File: src/rtl/cpu_types_pkg.sv
// Shared CPU types for the memory arbiter slice.
// Word type, arbiter state encoding and a counter width helper.
package cpu_types_pkg;

  typedef logic [31:0] word_t;

  typedef enum logic [1:0] {
    IDLE,
    IGNT,
    DGNT
  } arb_state_t;

  function automatic int cnt_w(input int max_v);
    return (max_v < 2) ? 1 : $clog2(max_v + 1);
  endfunction

endpackage

File: src/rtl/arb_timeout_ctr.sv
// Saturating up-counter with clear/enable and a terminal flag.
// Shared by the RAM timeout and the fetch starvation guard.
module arb_timeout_ctr #(
  parameter int MAX = 255,
  parameter int W   = 8
)(
  input  logic i_clk,
  input  logic i_rst,
  input  logic i_clr,
  input  logic i_en,
  output logic o_term
);

  localparam logic [W-1:0] LMAX = W'(MAX);

  logic [W-1:0] r_cnt;

  assign o_term = (r_cnt == LMAX);

  always_ff @(posedge i_clk) begin
    if (i_rst || i_clr) begin
      r_cnt <= '0;
    end else if (i_en && !o_term) begin
      r_cnt <= r_cnt + 1'b1;
    end
  end

endmodule

File: src/rtl/mem_arbiter.sv
// IF/MEM arbiter for the single-ported RAM, data port first.
// MEM_ARB_STARVE_GUARD_EN adds a fetch starvation guard.
module mem_arbiter
  import cpu_types_pkg::*;
#(
  parameter int RAM_TIMEOUT = 255
`ifdef MEM_ARB_STARVE_GUARD_EN
  , parameter int STARVE_MAX = 4
`endif
)(
  input  logic  CLK,
  input  logic  RST,
  input  logic  iREN,
  input  word_t iaddr,
  input  logic  dREN,
  input  logic  dWEN,
  input  word_t daddr,
  input  word_t dstore,
  input  logic  ramReady,
  input  word_t ramload,
  output logic  ramREN,
  output logic  ramWEN,
  output word_t ramaddr,
  output word_t ramstore,
  output logic  ihit,
  output logic  dhit,
  output word_t iload,
  output word_t dload,
  output logic  iwait,
  output logic  dwait,
  output logic  err
);

  localparam int TW = cnt_w(RAM_TIMEOUT);

  arb_state_t r_state;
  arb_state_t w_next;
  word_t      r_addr;
  word_t      r_store;
  logic       r_wr;

  logic w_dreq;
  logic w_busy;
  logic w_done;
  logic w_term;
  logic w_idle;
  logic w_guard;
  logic w_to_en;

  assign w_dreq  = dREN | dWEN;
  assign w_idle  = (r_state == IDLE);
  assign w_busy  = !w_idle;
  assign w_done  = w_busy & ramReady & ~RST;
  assign w_to_en = w_busy & ~ramReady;

  arb_timeout_ctr #(
    .MAX (RAM_TIMEOUT),
    .W   (TW)
  ) u_to (
    .i_clk  (CLK),
    .i_rst  (RST),
    .i_clr  (w_idle),
    .i_en   (w_to_en),
    .o_term (w_term)
  );

`ifdef MEM_ARB_STARVE_GUARD_EN
  localparam int SW0 = cnt_w(STARVE_MAX);
  localparam int SW  = (SW0 < 3) ? 3 : SW0;

  logic w_sterm;
  logic w_sinc;
  logic w_sclr;

  assign w_sinc = w_idle & (w_next == DGNT) & iREN;
  assign w_sclr = w_idle & (~iREN | (w_next == IGNT));

  arb_timeout_ctr #(
    .MAX (STARVE_MAX),
    .W   (SW)
  ) u_starve (
    .i_clk  (CLK),
    .i_rst  (RST),
    .i_clr  (w_sclr),
    .i_en   (w_sinc),
    .o_term (w_sterm)
  );

  assign w_guard = w_sterm & iREN;
`else
  assign w_guard = 1'b0;
`endif

  always_ff @(posedge CLK) begin
    if (RST) begin
      r_state <= IDLE;
    end else begin
      r_state <= w_next;
    end
  end

  always_comb begin
    w_next   = r_state;
    ramREN   = 1'b0;
    ramWEN   = 1'b0;
    ramaddr  = '0;
    ramstore = '0;
    ihit     = 1'b0;
    dhit     = 1'b0;
    iload    = '0;
    dload    = '0;
    unique case (r_state)
      IDLE: begin
        if (w_dreq && !w_guard) begin
          w_next = DGNT;
        end else if (iREN) begin
          w_next = IGNT;
        end
      end
      IGNT: begin
        ramREN   = 1'b1;
        ramaddr  = r_addr;
        ramstore = r_store;
        ihit     = w_done & iREN;
        iload    = ihit ? ramload : '0;
        if (ramReady || w_term) w_next = IDLE;
      end
      DGNT: begin
        ramREN   = ~r_wr;
        ramWEN   = r_wr;
        ramaddr  = r_addr;
        ramstore = r_store;
        dhit     = w_done & w_dreq;
        dload    = dhit ? ramload : '0;
        if (ramReady || w_term) w_next = IDLE;
      end
      default: w_next = IDLE;
    endcase
  end

  assign err   = w_busy & ~ramReady & w_term & ~RST;
  assign iwait = iREN & ~ihit;
  assign dwait = w_dreq & ~dhit;

  // Command is captured on the grant edge and held until completion.
  always_ff @(posedge CLK) begin
    if (RST) begin
      r_addr  <= '0;
      r_store <= '0;
      r_wr    <= 1'b0;
    end else if (w_idle && w_next == DGNT) begin
      r_addr  <= daddr;
      r_store <= dstore;
      r_wr    <= dWEN;
    end else if (w_idle && w_next == IGNT) begin
      r_addr  <= iaddr;
      r_store <= '0;
      r_wr    <= 1'b0;
    end
  end

endmodule

File: config.mk
export PLATFORM = sky130hd
export DESIGN_NAME = mem_arbiter
export DESIGN_NICKNAME = d
export VERILOG_FILES = /design/src/rtl/cpu_types_pkg.sv /design/src/rtl/arb_timeout_ctr.sv /design/src/rtl/mem_arbiter.sv
export SDC_FILE = /design/constraint.sdc
export NUM_CORES = 1
export LEC_CHECK = 0
export BUFFER_PORTS_ARGS = -buffer_cell sky130_fd_sc_hd__clkbuf_2
export CAP_MARGIN = 20
export CORE_AREA = 2 2 105 107
export CTS_CLUSTER_SIZE = 10
export DETAILED_ROUTE_END_ITERATION = 12
export DIE_AREA = 0 0 107 109
export PLACE_DENSITY = 0.71
export SETUP_SLACK_MARGIN = 0.5
export SYNTH_ARGS = -nofsm -noshare
export SYNTH_HDL_FRONTEND = slang
export SYNTH_HIERARCHICAL = 1
export SYNTH_SLANG_ARGS = --single-unit
File: constraint.sdc
create_clock -name CLK -period 3.4 [get_ports CLK]
set_input_delay 0.17 -clock CLK [delete_from_list [all_inputs] [get_ports CLK]]
set_output_delay 0.17 -clock CLK [all_outputs]
set_load 0.01 [all_outputs]
==> results_tabular.tex, run 1 <==
\begin{tabular}{lr}
\hline
Metric & Value \\
\hline
\multicolumn{2}{l}{\textbf{Status}} \\
Status & completed \\
\multicolumn{2}{l}{\textbf{Synth}} \\
Yosys cell types & 44 \\
Library cell with the highest instance count after synthesis & and2\_1 \\
Net count after synthesis & 548 \\
Number of enable flip-flop cells after synthesis & 0 \\
Synth area leaders & dfxtp\_1, and2\_1, mux2i\_1 \\
Async set or reset register ratio after synthesis & 0 \\
Synthesis warning total & 6 \\
Portion of the post-synthesis area used by sequential elements & 0.387 \\
Number of instances in the synthesized netlist & 409 \\
Mapped Avg Cell Area & 9.47 sq um \\
FF+latch count, synth & 75 \\
Cell Area, Synth & 3870 sq um \\
Dominant register cell in the synthesized netlist & dfxtp\_1 \\
Top-area cell type share of the netlist area & 0.387 \\
Cell type with the largest total area after synthesis & dfxtp\_1 \\
Cell types with the highest counts after synthesis & and2\_1, dfxtp\_1, mux2i\_1, a22o\_1, o2bb2ai\_1 \\
\multicolumn{2}{l}{\textbf{Global route}} \\
First-pass GRT wire length & 17500 microns \\
Number of global-route vias before repair & 3557 \\
Total routing resource utilization after global routing & 0.189 \\
Largest net degree at the start of global routing & 49 \\
Number of antenna violations at the first check in global routing & 1 \\
Sum of overflow across all layers after global routing & 0 \\
\multicolumn{2}{l}{\textbf{Drt}} \\
Number of DRC violations after detailed-routing iteration 0 & 191 \\
Drt total wl & 11700 microns \\
Post-route DRC & 0 \\
Wire length per cell after detailed routing & 14.5 microns \\
Count of antenna-violating nets left after detailed routing & 0 \\
First drt pass iteration count & 4 \\
Total via count after detailed routing & 3908 \\
Via count normalized by instance count & 4.84 \\
\multicolumn{2}{l}{\textbf{Power and ir drop}} \\
Power density normalized to cell area & 386 nW/um\^{}2 \\
Total power & 0.00213 W \\
Worst IR drop on VDD & 0.000211 V \\
Leakage power & 2.88 nW \\
\multicolumn{2}{l}{\textbf{STA}} \\
Worst Clk Skew & 8.72 ps \\
Slew at the pin closest to its max-slew limit & 561 ps \\
Setup repair after global routing missed its margin & false \\
Hold Violations, Final & 0 \\
Clock period minus final worst setup slack & 2630 ps \\
Setup\_tns & 0 ps \\
Highest Clock Rate & 381 MHz \\
Slew headroom & 0.626 \\
Total of endpoints with negative setup slack in the final report & 0 \\
Count of final max-slew check failures & 0 \\
Post-route worst setup slack & 772 ps \\
Share of the clock period used by the worst path & 0.773 \\
\multicolumn{2}{l}{\textbf{Critical path}} \\
Kind of critical path & flop to flop \\
Max FO, Critical Path & 32 \\
Kind of start point of the critical path & flop \\
Crit. End Element & flop \\
Critical path arrival & 2840 ps \\
Required arrival time at the worst endpoint & 3610 ps \\
\multicolumn{2}{l}{\textbf{Layout}} \\
Filler Cell Count & 988 \\
Area occupied by multi-input gates & 2190 sq um \\
Count of nets after finishing & 801 \\
Fraction of layout cells with a size suffix above 1 & 0.447 \\
Post-layout utilization of the core & 0.519 \\
Post-synthesis to final-layout area growth & 42.1\% \\
Sequential cell area & 1500 sq um \\
\multicolumn{2}{l}{\textbf{CTS}} \\
TritonCTS clock tree & built \\
Insertion delay of the later-clocked pin in the worst-skew pair & 330 ps \\
CTS Root Cell & clkbuf\_8 \\
Clk pin slew, worst setup/hold paths & 70 ps \\
H-tree depth & 3 \\
Maximum clock insertion buffer count & 2 \\
Number of buffers created by CTS & 9 \\
Clock sink total & 75 \\
\multicolumn{2}{l}{\textbf{Place}} \\
Number of buffers added on ports & 268 \\
Weighted congestion reported at the end of routability-driven placement & 0.829 \\
Post-placement setup slack & 523 ps \\
Half-perimeter wire length after detailed placement & 9180 microns \\
\multicolumn{2}{l}{\textbf{Floorplanning}} \\
Floorplan die area & 11700 sq um \\
Overall die height & 109 microns \\
Overall die width & 107 microns \\
Total I/O pin count & 269 \\
Area of the core region & 10600 sq um \\
Starting Density & 0.365 \\
Number of rows in the core area & 38 \\
\multicolumn{2}{l}{\textbf{Worst hold path}} \\
Worst hold path type & input port to flop \\
\multicolumn{2}{l}{\textbf{Flow run}} \\
Number of max-cap violations & 0 \\
\hline
\end{tabular}
## sequential cells by signal, indices dropped and copies added, names as in the netlist
signal and flops:
r_store 32, r_wr 1, u_to/r_cnt 8, r_state 2, r_addr 32
## placed cells by master, fill, tap and decap left out, types with 2 or more instances in the layout
master,count
nand4_1,2
and2_2,2
nand2_1,10
or3_1,2
clkbuf_1,2
and2_1,130
clkbuf_8,10
a31oi_1,3
a2111oi_0,3
nand3_1,3
a22o_1,33
nor2b_1,2
clkbuf_2,268
ha_1,5
clkinvlp_4,2
dfxtp_1,75
buf_4,6
nor2_1,5
and3_1,2
mux2i_1,35
o2bb2ai_1,32
inv_1,7
## power by group
group	leakage (nW)	total (W)	switching [W]	internal (W)
registers	0.617	0.00101	0.0000436	0.000966
logic	2.17	0.000446	0.000234	0.000212
clock network	0.0926	0.000670	0.000311	0.000359
total	2.88	0.00213	0.000589	0.00154
## cell families (layout without fill, tap and decap cells)
| logic type | count (synthesis) | count (layout) | share of synthesized area |
|---|---|---|---|
| XOR/XNOR | 1 | 1 | 0.00226 |
| adder cells (fa/ha/maj) | 5 | 5 | 0.0161 |
| flip-flops | 75 | 75 | 0.387 |
| AO/OA/AOI/OAI | 85 | 85 | 0.187 |
| buffers and inverters | 40 | 298 | 0.0513 |
| other | 0 | 1 | 0 |
| AND/OR/NAND/NOR | 168 | 168 | 0.265 |
| multiplexers | 35 | 35 | 0.0904 |
## cell type report
type / instances / share of cell area
Clock buffer: 12 / 0.0264
Inverter: 7 / 0.00477
Clock inverter: 4 / 0.00909
Timing Repair Buffer: 275 / 0.257
Multi-Input combinational cell: 294 / 0.398
Tap cell: 140 / 0.0318
Antenna cell: 1 / 0.000454
Sequential cell: 75 / 0.273
## worst max-delay path, cell delays in order (launching register included)
cell	delay (ps)
dfxtp_1	380
and3_1	290
inv_1	90
nor3_1	340
and4bb_1	260
a21oi_2	140
and2_2	160
buf_4	450
mux2i_1	290
o2bb2ai_1	80
## per-stage QoR
stage | hold WS [ps] | cells | instance area (sq um)
finish | 43.8 | 808 | 5510
global route | 26.3 | 808 | 5510
CTS | 25.0 | 806 | 5480
detailed placement | 387 | 790 | 5280
global placement | 380 | 790 | 5280
floorplan | 247 | 409 | 3870
## repair_timing
| action | CTS | global route |
|---|---|---|
| hold buffers | 0 | 0 |
| gates resized for setup | 0 | 1 |
| endpoints found under the hold margin | 0 | 0 |
| buffers inserted | 0 | 0 |
| setup endpoints to repair | 0 | 32 |
## per-layer routing
layer / track usage / vias up / share of wire
met3: 0.0353 / 13 / 0.068
met1: 0.231 / 1778 / 0.41
li1: - / 1940 / -
met4: 0.0640 / 0 / 0.018
met5: 0 / - / 0
met2: 0.333 / 177 / 0.50
## worst paths after layout
| kind | start | cells after the start | slack (ps) | to |
|---|---|---|---|---|
| setup / recovery | u_to/r_cnt[5] | 9 | 770 | r_addr[1] |
| hold / removal | dstore[0] | 2 | 40 | r_store[0] |
| setup reg to reg | u_to/r_cnt[5] | 9 | 770 | r_addr[1] |
| hold reg to reg | r_addr[15] | 1 | 460 | r_addr[15] |
No activity file was read; power rests on OpenSTA's default activity.
==> run 2: changes to the inputs <==
--- a/config.mk
+++ b/config.mk
@@ -7,11 +7,11 @@
 export LEC_CHECK = 0
 export BUFFER_PORTS_ARGS = -buffer_cell sky130_fd_sc_hd__clkbuf_2
 export CAP_MARGIN = 20
-export CORE_AREA = 2 2 105 107
+export CORE_AREA = 2 2 104 106
 export CTS_CLUSTER_SIZE = 10
 export DETAILED_ROUTE_END_ITERATION = 12
-export DIE_AREA = 0 0 107 109
-export PLACE_DENSITY = 0.71
+export DIE_AREA = 0 0 106 108
+export PLACE_DENSITY = 0.75
 export SETUP_SLACK_MARGIN = 0.5
 export SYNTH_ARGS = -nofsm -noshare
 export SYNTH_HDL_FRONTEND = slang
==> constraint.sdc (replaced) <==
create_clock -name CLK -period 2.4 [get_ports CLK]
set_input_delay 0.12 -clock CLK [delete_from_list [all_inputs] [get_ports CLK]]
set_output_delay 0.12 -clock CLK [all_outputs]
set_load 0.01 [all_outputs]
==> run 2 against run 1 <==
  * Critical path depth grew 1
  * Count of clock-buffer cells in the layout decreased by 2
  * Combinational power increased by 84%
  * Sequential share of layout area fell by 3.3 points
  * Via count increased by 11%
  * Total power rose by 53%
  * Non-clock buffer count up 56
  * Maximum frequency up 21%
  * Clock power up 49%
  * Sequential power up 42%
  * Clock skew is 3.6 ps higher
  * Highest routed layer unchanged
==> results_tabular.tex, run 2 (synthesized netlist as in run 1, its figures left out) <==
\begin{tabular}{lr}
\hline
Metric & Value \\
\hline
\multicolumn{2}{l}{\textbf{Status}} \\
Status & completed \\
\multicolumn{2}{l}{\textbf{Global route}} \\
Largest net degree at the start of global routing & 46 (-6.1\%) \\
Total routing resource utilization after global routing & 0.241 (+0.0522) \\
Number of antenna violations at the first check in global routing & 2 (+1) \\
Sum of overflow across all layers after global routing & 0 (unchanged) \\
Number of global-route vias before repair & 4315 (+21\%) \\
First-pass GRT wire length & 21600 microns (+23\%) \\
\multicolumn{2}{l}{\textbf{Critical path}} \\
Longest individual stage delay on the worst path & 340 ps (-110 ps) \\
Crit. End Element & flop \\
Kind of critical path & flop to flop \\
Kind of start point of the critical path & flop \\
Internal reg-to-reg setup slack & 240 ps (-540 ps) \\
Crit path cell chain & and3\_4 > inv\_2 > nor3\_4 > and4bb\_1 > a21oi\_2 > buf\_4 > xnor2\_4 > a31oi\_4 > buf\_12 > a22o\_1 \\
Max FO, Critical Path & 45 (+41\%) \\
Required arrival time at the worst endpoint & 2640 ps (-970 ps) \\
Highest-delay cell along the critical path & dfxtp\_2 \\
Top cell family by delay on the critical path & simple AND/OR/NAND/NOR gates \\
Critical path arrival & 2400 ps (-440 ps) \\
Number of buffers and inverters on the critical path & 3 (+1) \\
\multicolumn{2}{l}{\textbf{CTS}} \\
Clk pin slew, worst setup/hold paths & 90 ps (+20 ps) \\
CTS Root Cell & clkbuf\_8 \\
Insertion delay of the later-clocked pin in the worst-skew pair & 350 ps (+20 ps) \\
H-tree depth & 3 (unchanged) \\
TritonCTS clock tree & built \\
Number of buffers created by CTS & 9 (unchanged) \\
Maximum clock insertion buffer count & 2 (unchanged) \\
Clock sink total & 75 (unchanged) \\
\multicolumn{2}{l}{\textbf{Layout}} \\
Filler Cell Count & 850 (-14\%) \\
Post-synthesis to final-layout area growth & 63.7\% \\
Number of standard cells in the final layout excluding fillers & 863 (+6.8\%) \\
Regs by FF count & r\_addr (32), r\_store (32), u\_to/r\_cnt (8) \\
Fraction of layout cells with a size suffix above 1 & 0.486 (+0.0387) \\
Most common cell after layout, fill and taps aside & clkbuf\_2 \\
Sequential cell area & 1520 sq um (+1.1\%) \\
Leading cell types in the layout, fill and taps excluded & clkbuf\_2, and2\_1, dfxtp\_1 \\
Count of nets after finishing & 859 (+7.2\%) \\
Area occupied by multi-input gates & 2330 sq um (+6.3\%) \\
\multicolumn{2}{l}{\textbf{Place}} \\
Post-Place Cells & 790 (unchanged) \\
Number of buffers added on ports & 268 (unchanged) \\
Post-placement setup slack & 216 ps (-307 ps) \\
Half-perimeter wire length after detailed placement & 9720 microns (+5.9\%) \\
Weighted congestion reported at the end of routability-driven placement & 0.860 (+3.7\%) \\
\multicolumn{2}{l}{\textbf{Flow run}} \\
Number of max-cap violations & 0 (unchanged) \\
\multicolumn{2}{l}{\textbf{STA}} \\
Slew at the pin closest to its max-slew limit & 429 ps (-131 ps) \\
Count of final max-slew check failures & 0 (unchanged) \\
Highest Clock Rate & 462 MHz (+21\%) \\
Post-route worst setup slack & 236 ps (-536 ps) \\
Setup repair after global routing missed its margin & true \\
Share of the clock period used by the worst path & 0.902 (+0.129) \\
Slew headroom & 0.706 (+0.0802) \\
Hold Violations, Final & 0 (unchanged) \\
Clock period minus final worst setup slack & 2160 ps (-464 ps) \\
Total of endpoints with negative setup slack in the final report & 0 (unchanged) \\
Setup\_tns & 0 ps (unchanged) \\
Worst Clk Skew & 12.3 ps (+3.62 ps) \\
\multicolumn{2}{l}{\textbf{Drt}} \\
Drt total wl & 14200 microns (+21\%) \\
Total via count after detailed routing & 4324 (+11\%) \\
Number of DRC violations after detailed-routing iteration 0 & 196 (+2.6\%) \\
Via count normalized by instance count & 5.01 (+3.6\%) \\
First drt pass iteration count & 4 (unchanged) \\
Wire length per cell after detailed routing & 16.4 microns (+13\%) \\
Post-route DRC & 0 (unchanged) \\
Count of antenna-violating nets left after detailed routing & 0 (unchanged) \\
\multicolumn{2}{l}{\textbf{Floorplanning}} \\
Area of the core region & 10200 sq um (-3.5\%) \\
Floorplan die area & 11400 sq um (-1.8\%) \\
Starting Density & 0.379 (+0.0133) \\
Total I/O pin count & 269 (unchanged) \\
Overall die height & 108 microns (-0.92\%) \\
Overall die width & 106 microns (-0.93\%) \\
Number of rows in the core area & 37 (-2.6\%) \\
\multicolumn{2}{l}{\textbf{Power and ir drop}} \\
Worst IR drop on VDD & 0.000392 V (+86\%) \\
Power density normalized to cell area & 513 nW/um\^{}2 (+33\%) \\
Leakage power & 3.24 nW (+13\%) \\
Total power & 0.00325 W (+53\%) \\
\multicolumn{2}{l}{\textbf{Worst hold path}} \\
Worst hold path type & input port to flop \\
\hline
\end{tabular}
==> run 2: cell types whose count changed in the layout (fill, tap and decap cells not counted), sizes merged <==
cell / before / now
and3: 2 / 4
buf: 7 / 29
bufbuf: 0 / 1
clkbuf: 280 / 278
clkinv: 1 / 2
diode: 1 / 2
dlygate4sd3: 0 / 33
inv: 7 / 8
==> run 2: area by class of cell <==
class                   instances  area share
well taps                     136      0.0268
diodes                          2    0.000789
clock buffers                  10      0.0217
multi-input cells             296       0.367
clock inverters                 6      0.0101
repair buffers                331       0.330
flip-flops and latches         75       0.239
inverters                       7     0.00414
==> run 2: where the power goes <==
| part | switching (W) | internal (W) | total (W) |
|---|---|---|---|
| registers | 0.0000649 | 0.00137 | 0.00143 |
| clock network | 0.000488 | 0.000509 | 0.000997 |
| logic | 0.000395 | 0.000427 | 0.000822 |
==> run 2: path summary, 6_finish.rpt <==
kind,start,end,cells after the start
worst min-delay path,iaddr[5],r_addr[5],3
worst min register to register,r_addr[3],r_addr[3],1
worst max register to register,u_to/r_cnt[7],r_store[16],10
worst max-delay path,u_to/r_cnt[7],r_store[16],10
==> run 2: metal layers <==
| layer | wire, microns | share of wire | global-route usage | vias to the layer above |
|---|---|---|---|---|
| met1 | 5230 | 0.37 | 0.258 | 2015 |
| met3 | 989 | 0.070 | 0.0500 | 25 |
| met2 | 7610 | 0.54 | 0.456 | 224 |
| li1 | - | - | - | 2060 |
| met5 | 0 | 0 | 0 | - |
| met4 | 358 | 0.025 | 0.107 | 0 |
==> run 2: timing repair <==
| item | CTS | global route |
|---|---|---|
| buffers inserted | 12 | 3 |
| hold buffers | 33 | 0 |
| setup endpoints to repair | 200 | 200 |
| cloned | 7 | 0 |
| gates resized for setup | 34 | 10 |
| hold endpoints to repair | 33 | 0 |
| pin swaps | 7 | 1 |
==> run 2: through the flow <==
step	hold slack, ps	cell area (sq um)	util
4_1_cts	25.9	6280	0.614
3_5_place_dp	334	5360	0.524
5_1_grt	45.0	6340	0.620
6_report	42.0	6340	0.620
2_1_floorplan	189	3940	-
3_3_place_gp	330	5360	0.524
==> run 2: worst reg2reg max path, cell delays in order, from the launching register on <==
cell,delay [ps]
dfxtp_2,340
and3_4,190
inv_2,50
nor3_4,210
and4bb_1,240
a21oi_2,140
buf_4,160
xnor2_4,130
a31oi_4,120
buf_12,200
a22o_1,270
==> run 3: changes to the inputs <==
--- a/config.mk
+++ b/config.mk
@@ -12,7 +12,7 @@
 export DETAILED_ROUTE_END_ITERATION = 12
 export DIE_AREA = 0 0 106 108
 export PLACE_DENSITY = 0.75
-export SETUP_SLACK_MARGIN = 0.5
+export SETUP_SLACK_MARGIN = 0.15
 export SYNTH_ARGS = -nofsm -noshare
 export SYNTH_HDL_FRONTEND = slang
 export SYNTH_HIERARCHICAL = 1
==> constraint.sdc (replaced) <==
create_clock -name CLK -period 2.4 [get_ports CLK]
set_input_delay 0.12 -clock CLK [delete_from_list [all_inputs] [get_ports CLK]]
set_output_delay 0.12 -clock CLK [all_outputs]
set_load 0.05 [all_outputs]
==> run 3 against run 2 <==
  * Sequential power about the same
  * Hold slack worse by 17 ps
  * Flip-flop and latch count stayed put
  * Critical path depth grew 1
  * Combinational power up 20%
  * Clock power shrank 1%
  * Design area up 1.5%
  * Via count down 1.6%
  * Utilization up 0.95 points
  * Sequential share of layout area shrank 0.32 points
  * Largest cell class unchanged
  * Largest power group unchanged
  * Highest routed layer unchanged
  * Setup slack lost 72 ps
==> results_tabular.tex, run 3 (synthesized netlist as in run 1, its figures left out) <==
\begin{tabular}{lr}
\hline
Metric & Value \\
\hline
\multicolumn{2}{l}{\textbf{Status}} \\
Status & completed \\
\multicolumn{2}{l}{\textbf{STA}} \\
Count of final max-slew check failures & 0 (unchanged) \\
Hold Violations, Final & 0 (unchanged) \\
Total of endpoints with negative setup slack in the final report & 0 (unchanged) \\
Setup repair after global routing missed its margin & true \\
Worst hold slack & 24.8 ps (-17.3 ps) \\
Highest Clock Rate & 447 MHz (-3.2\%) \\
Worst Clk Skew & 7.67 ps (-4.67 ps) \\
Share of the clock period used by the worst path & 0.932 (+0.0300) \\
Slew at the pin closest to its max-slew limit & 431 ps (+1.28 ps) \\
Slew headroom & 0.705 (-0.000877) \\
Post-route worst setup slack & 164 ps (-72.0 ps) \\
Setup\_tns & 0 ps (unchanged) \\
Clock period minus final worst setup slack & 2240 ps (+72.0 ps) \\
\multicolumn{2}{l}{\textbf{CTS}} \\
Clock sink total & 75 (unchanged) \\
H-tree depth & 3 (unchanged) \\
TritonCTS clock tree & built \\
Maximum clock insertion buffer count & 2 (unchanged) \\
Insertion delay of the later-clocked pin in the worst-skew pair & 340 ps (about the same) \\
CTS Root Cell & clkbuf\_8 \\
Clk pin slew, worst setup/hold paths & 90 ps (about the same) \\
Number of buffers created by CTS & 9 (unchanged) \\
\multicolumn{2}{l}{\textbf{Critical path}} \\
Crit path cell chain & ha\_4 > nand2\_4 > nor3\_4 > and4bb\_1 > a21oi\_2 > buf\_4 > xnor2\_4 > a31oi\_4 > buf\_12 > buf\_12 > a22o\_1 \\
Required arrival time at the worst endpoint & 2630 ps (about the same) \\
Max FO, Critical Path & 16 (-64\%) \\
Critical path arrival & 2470 ps (+70 ps) \\
Highest-delay cell along the critical path & dfxtp\_4 \\
Top cell family by delay on the critical path & simple AND/OR/NAND/NOR gates \\
Internal reg-to-reg setup slack & 160 ps (-70 ps) \\
Reg2Reg Depth & 11 (+1) \\
Destination of the worst register-to-register timing path & r\_store[24] \\
Number of buffers and inverters on the critical path & 3 (unchanged) \\
Startpoint of the most critical register-to-register path & u\_to/r\_cnt[1] \\
Kind of start point of the critical path & flop \\
Kind of critical path & flop to flop \\
Longest individual stage delay on the worst path & 370 ps (+30 ps) \\
Crit path top cell by count & buf\_12 \\
Crit. End Element & flop \\
\multicolumn{2}{l}{\textbf{Layout}} \\
Ant. Diodes & 0 (-2) \\
Final design instance area without fill & 6440 sq um (+1.5\%) \\
Regs by FF count & r\_addr (32), r\_store (32), u\_to/r\_cnt (8) \\
Post-layout utilization of the core & 0.630 (+0.00954) \\
Filler Cell Count & 845 (-0.59\%) \\
Post-synthesis to final-layout area growth & 66.2\% \\
Count of nets after finishing & 845 (-1.6\%) \\
Fraction of layout cells with a size suffix above 1 & 0.474 (-0.0115) \\
Leading cell types in the layout, fill and taps excluded & clkbuf\_2, and2\_1, dfxtp\_1 \\
Most common cell after layout, fill and taps aside & clkbuf\_2 \\
\multicolumn{2}{l}{\textbf{Global route}} \\
Sum of overflow across all layers after global routing & 0 (unchanged) \\
Number of antenna violations at the first check in global routing & 0 (-2) \\
Total routing resource utilization after global routing & 0.221 (-0.0201) \\
Number of global-route vias before repair & 4216 (-2.3\%) \\
Largest net degree at the start of global routing & 66 (+43\%) \\
First-pass GRT wire length & 20400 microns (-5.4\%) \\
\multicolumn{2}{l}{\textbf{Drt}} \\
Drt total wl & 13700 microns (-3.6\%) \\
Post-route DRC & 0 (unchanged) \\
First drt pass iteration count & 4 (unchanged) \\
Number of DRC violations after detailed-routing iteration 0 & 220 (+12\%) \\
Total via count after detailed routing & 4254 (-1.6\%) \\
Wire length per cell after detailed routing & 16.1 microns (-1.8\%) \\
Count of antenna-violating nets left after detailed routing & 0 (unchanged) \\
Via count normalized by instance count & 5.02 (+0.24\%) \\
\multicolumn{2}{l}{\textbf{Worst hold path}} \\
Worst hold path cell count & 2 (-1) \\
Hold Crit Start & dWEN \\
Worst Hold Path EP & r\_wr \\
Worst hold path type & input port to flop \\
\multicolumn{2}{l}{\textbf{Floorplanning}} \\
Floorplan die area & 11400 sq um (unchanged) \\
Total I/O pin count & 269 (unchanged) \\
Overall die width & 106 microns (unchanged) \\
Starting Density & 0.379 (unchanged) \\
Area of the core region & 10200 sq um (unchanged) \\
Overall die height & 108 microns (unchanged) \\
Number of rows in the core area & 37 (unchanged) \\
\multicolumn{2}{l}{\textbf{Place}} \\
Weighted congestion reported at the end of routability-driven placement & 0.796 (-7.4\%) \\
Post-placement cell area & 5480 sq um (+2.2\%) \\
Post-placement setup slack & 17.2 ps (-198 ps) \\
Half-perimeter wire length after detailed placement & 9320 microns (-4.2\%) \\
Number of buffers added on ports & 268 (unchanged) \\
\multicolumn{2}{l}{\textbf{Power and ir drop}} \\
Worst IR drop on VDD & 0.000309 V (-21\%) \\
Leakage power & 3.23 nW (-0.39\%) \\
Power density normalized to cell area & 529 nW/um\^{}2 (+3.1\%) \\
\multicolumn{2}{l}{\textbf{Flow run}} \\
Number of max-cap violations & 0 (unchanged) \\
\hline
\end{tabular}
-- run 3: cell count changes in the layout (fill, tap and decap cells not counted), sizes merged --
cell and change:
diode -2, clkbuf -15, dlygate4sd3 -1, buf +3, inv +1, and3 -2
-- run 3: per-layer routing --
metal / routed length (microns) / GRT usage / vias up
met1: 5040 / 0.231 / 2009
met3: 916 / 0.0567 / 28
li1: - / - / 2035
met5: 0 / 0 / -
met2: 7370 / 0.425 / 182
met4: 341 / 0.0808 / 0
-- run 3: through the flow --
step                cells  power [W]
floorplan             409    0.00203
global placement      788    0.00229
detailed placement    788    0.00231
CTS                   838    0.00337
global route          847    0.00356
finish                847    0.00340
-- run 3: how the worst max path moves through the flow --
stage	startpoint	endpoint	slack, ps	cells past startpoint
floorplan	r_state[0]	iload[22]	150	7
global placement	u_to/r_cnt[5]	r_store[11]	110	9
detailed placement	u_to/r_cnt[5]	r_store[21]	20	9
CTS	u_to/r_cnt[0]	r_addr[29]	170	9
global route	u_to/r_cnt[1]	r_store[12]	80	11
finish	u_to/r_cnt[1]	r_store[24]	160	11
-- run 3: area by class of cell --
cell class / count / area, sq um / area share
tap: 136 / 170 / 0.0264
sequential: 75 / 1520 / 0.236
multi-input combinational: 294 / 2290 / 0.355
clock inverter: 7 / 76.3 / 0.0118
timing repair buffer: 319 / 2240 / 0.347
inverter: 7 / 26.3 / 0.00408
clock buffer: 9 / 124 / 0.0192
-- run 3: power breakdown --
part / switching, W / internal, W
clock: 0.000498 / 0.000487
combinational: 0.000580 / 0.000409
sequential: 0.0000642 / 0.00136
total: 0.00114 / 0.00226
-- run 3: timing repair --
| item | in CTS | in global routing |
|---|---|---|
| hold buffers | 32 | 0 |
| hold endpoints to repair | 32 | 0 |
| pin swaps | 1 | 23 |
| gates cloned | 2 | 4 |
| setup buffers | 0 | 5 |
| gates resized for setup | 75 | 25 |
| endpoints found under the setup margin | 197 | 193 |
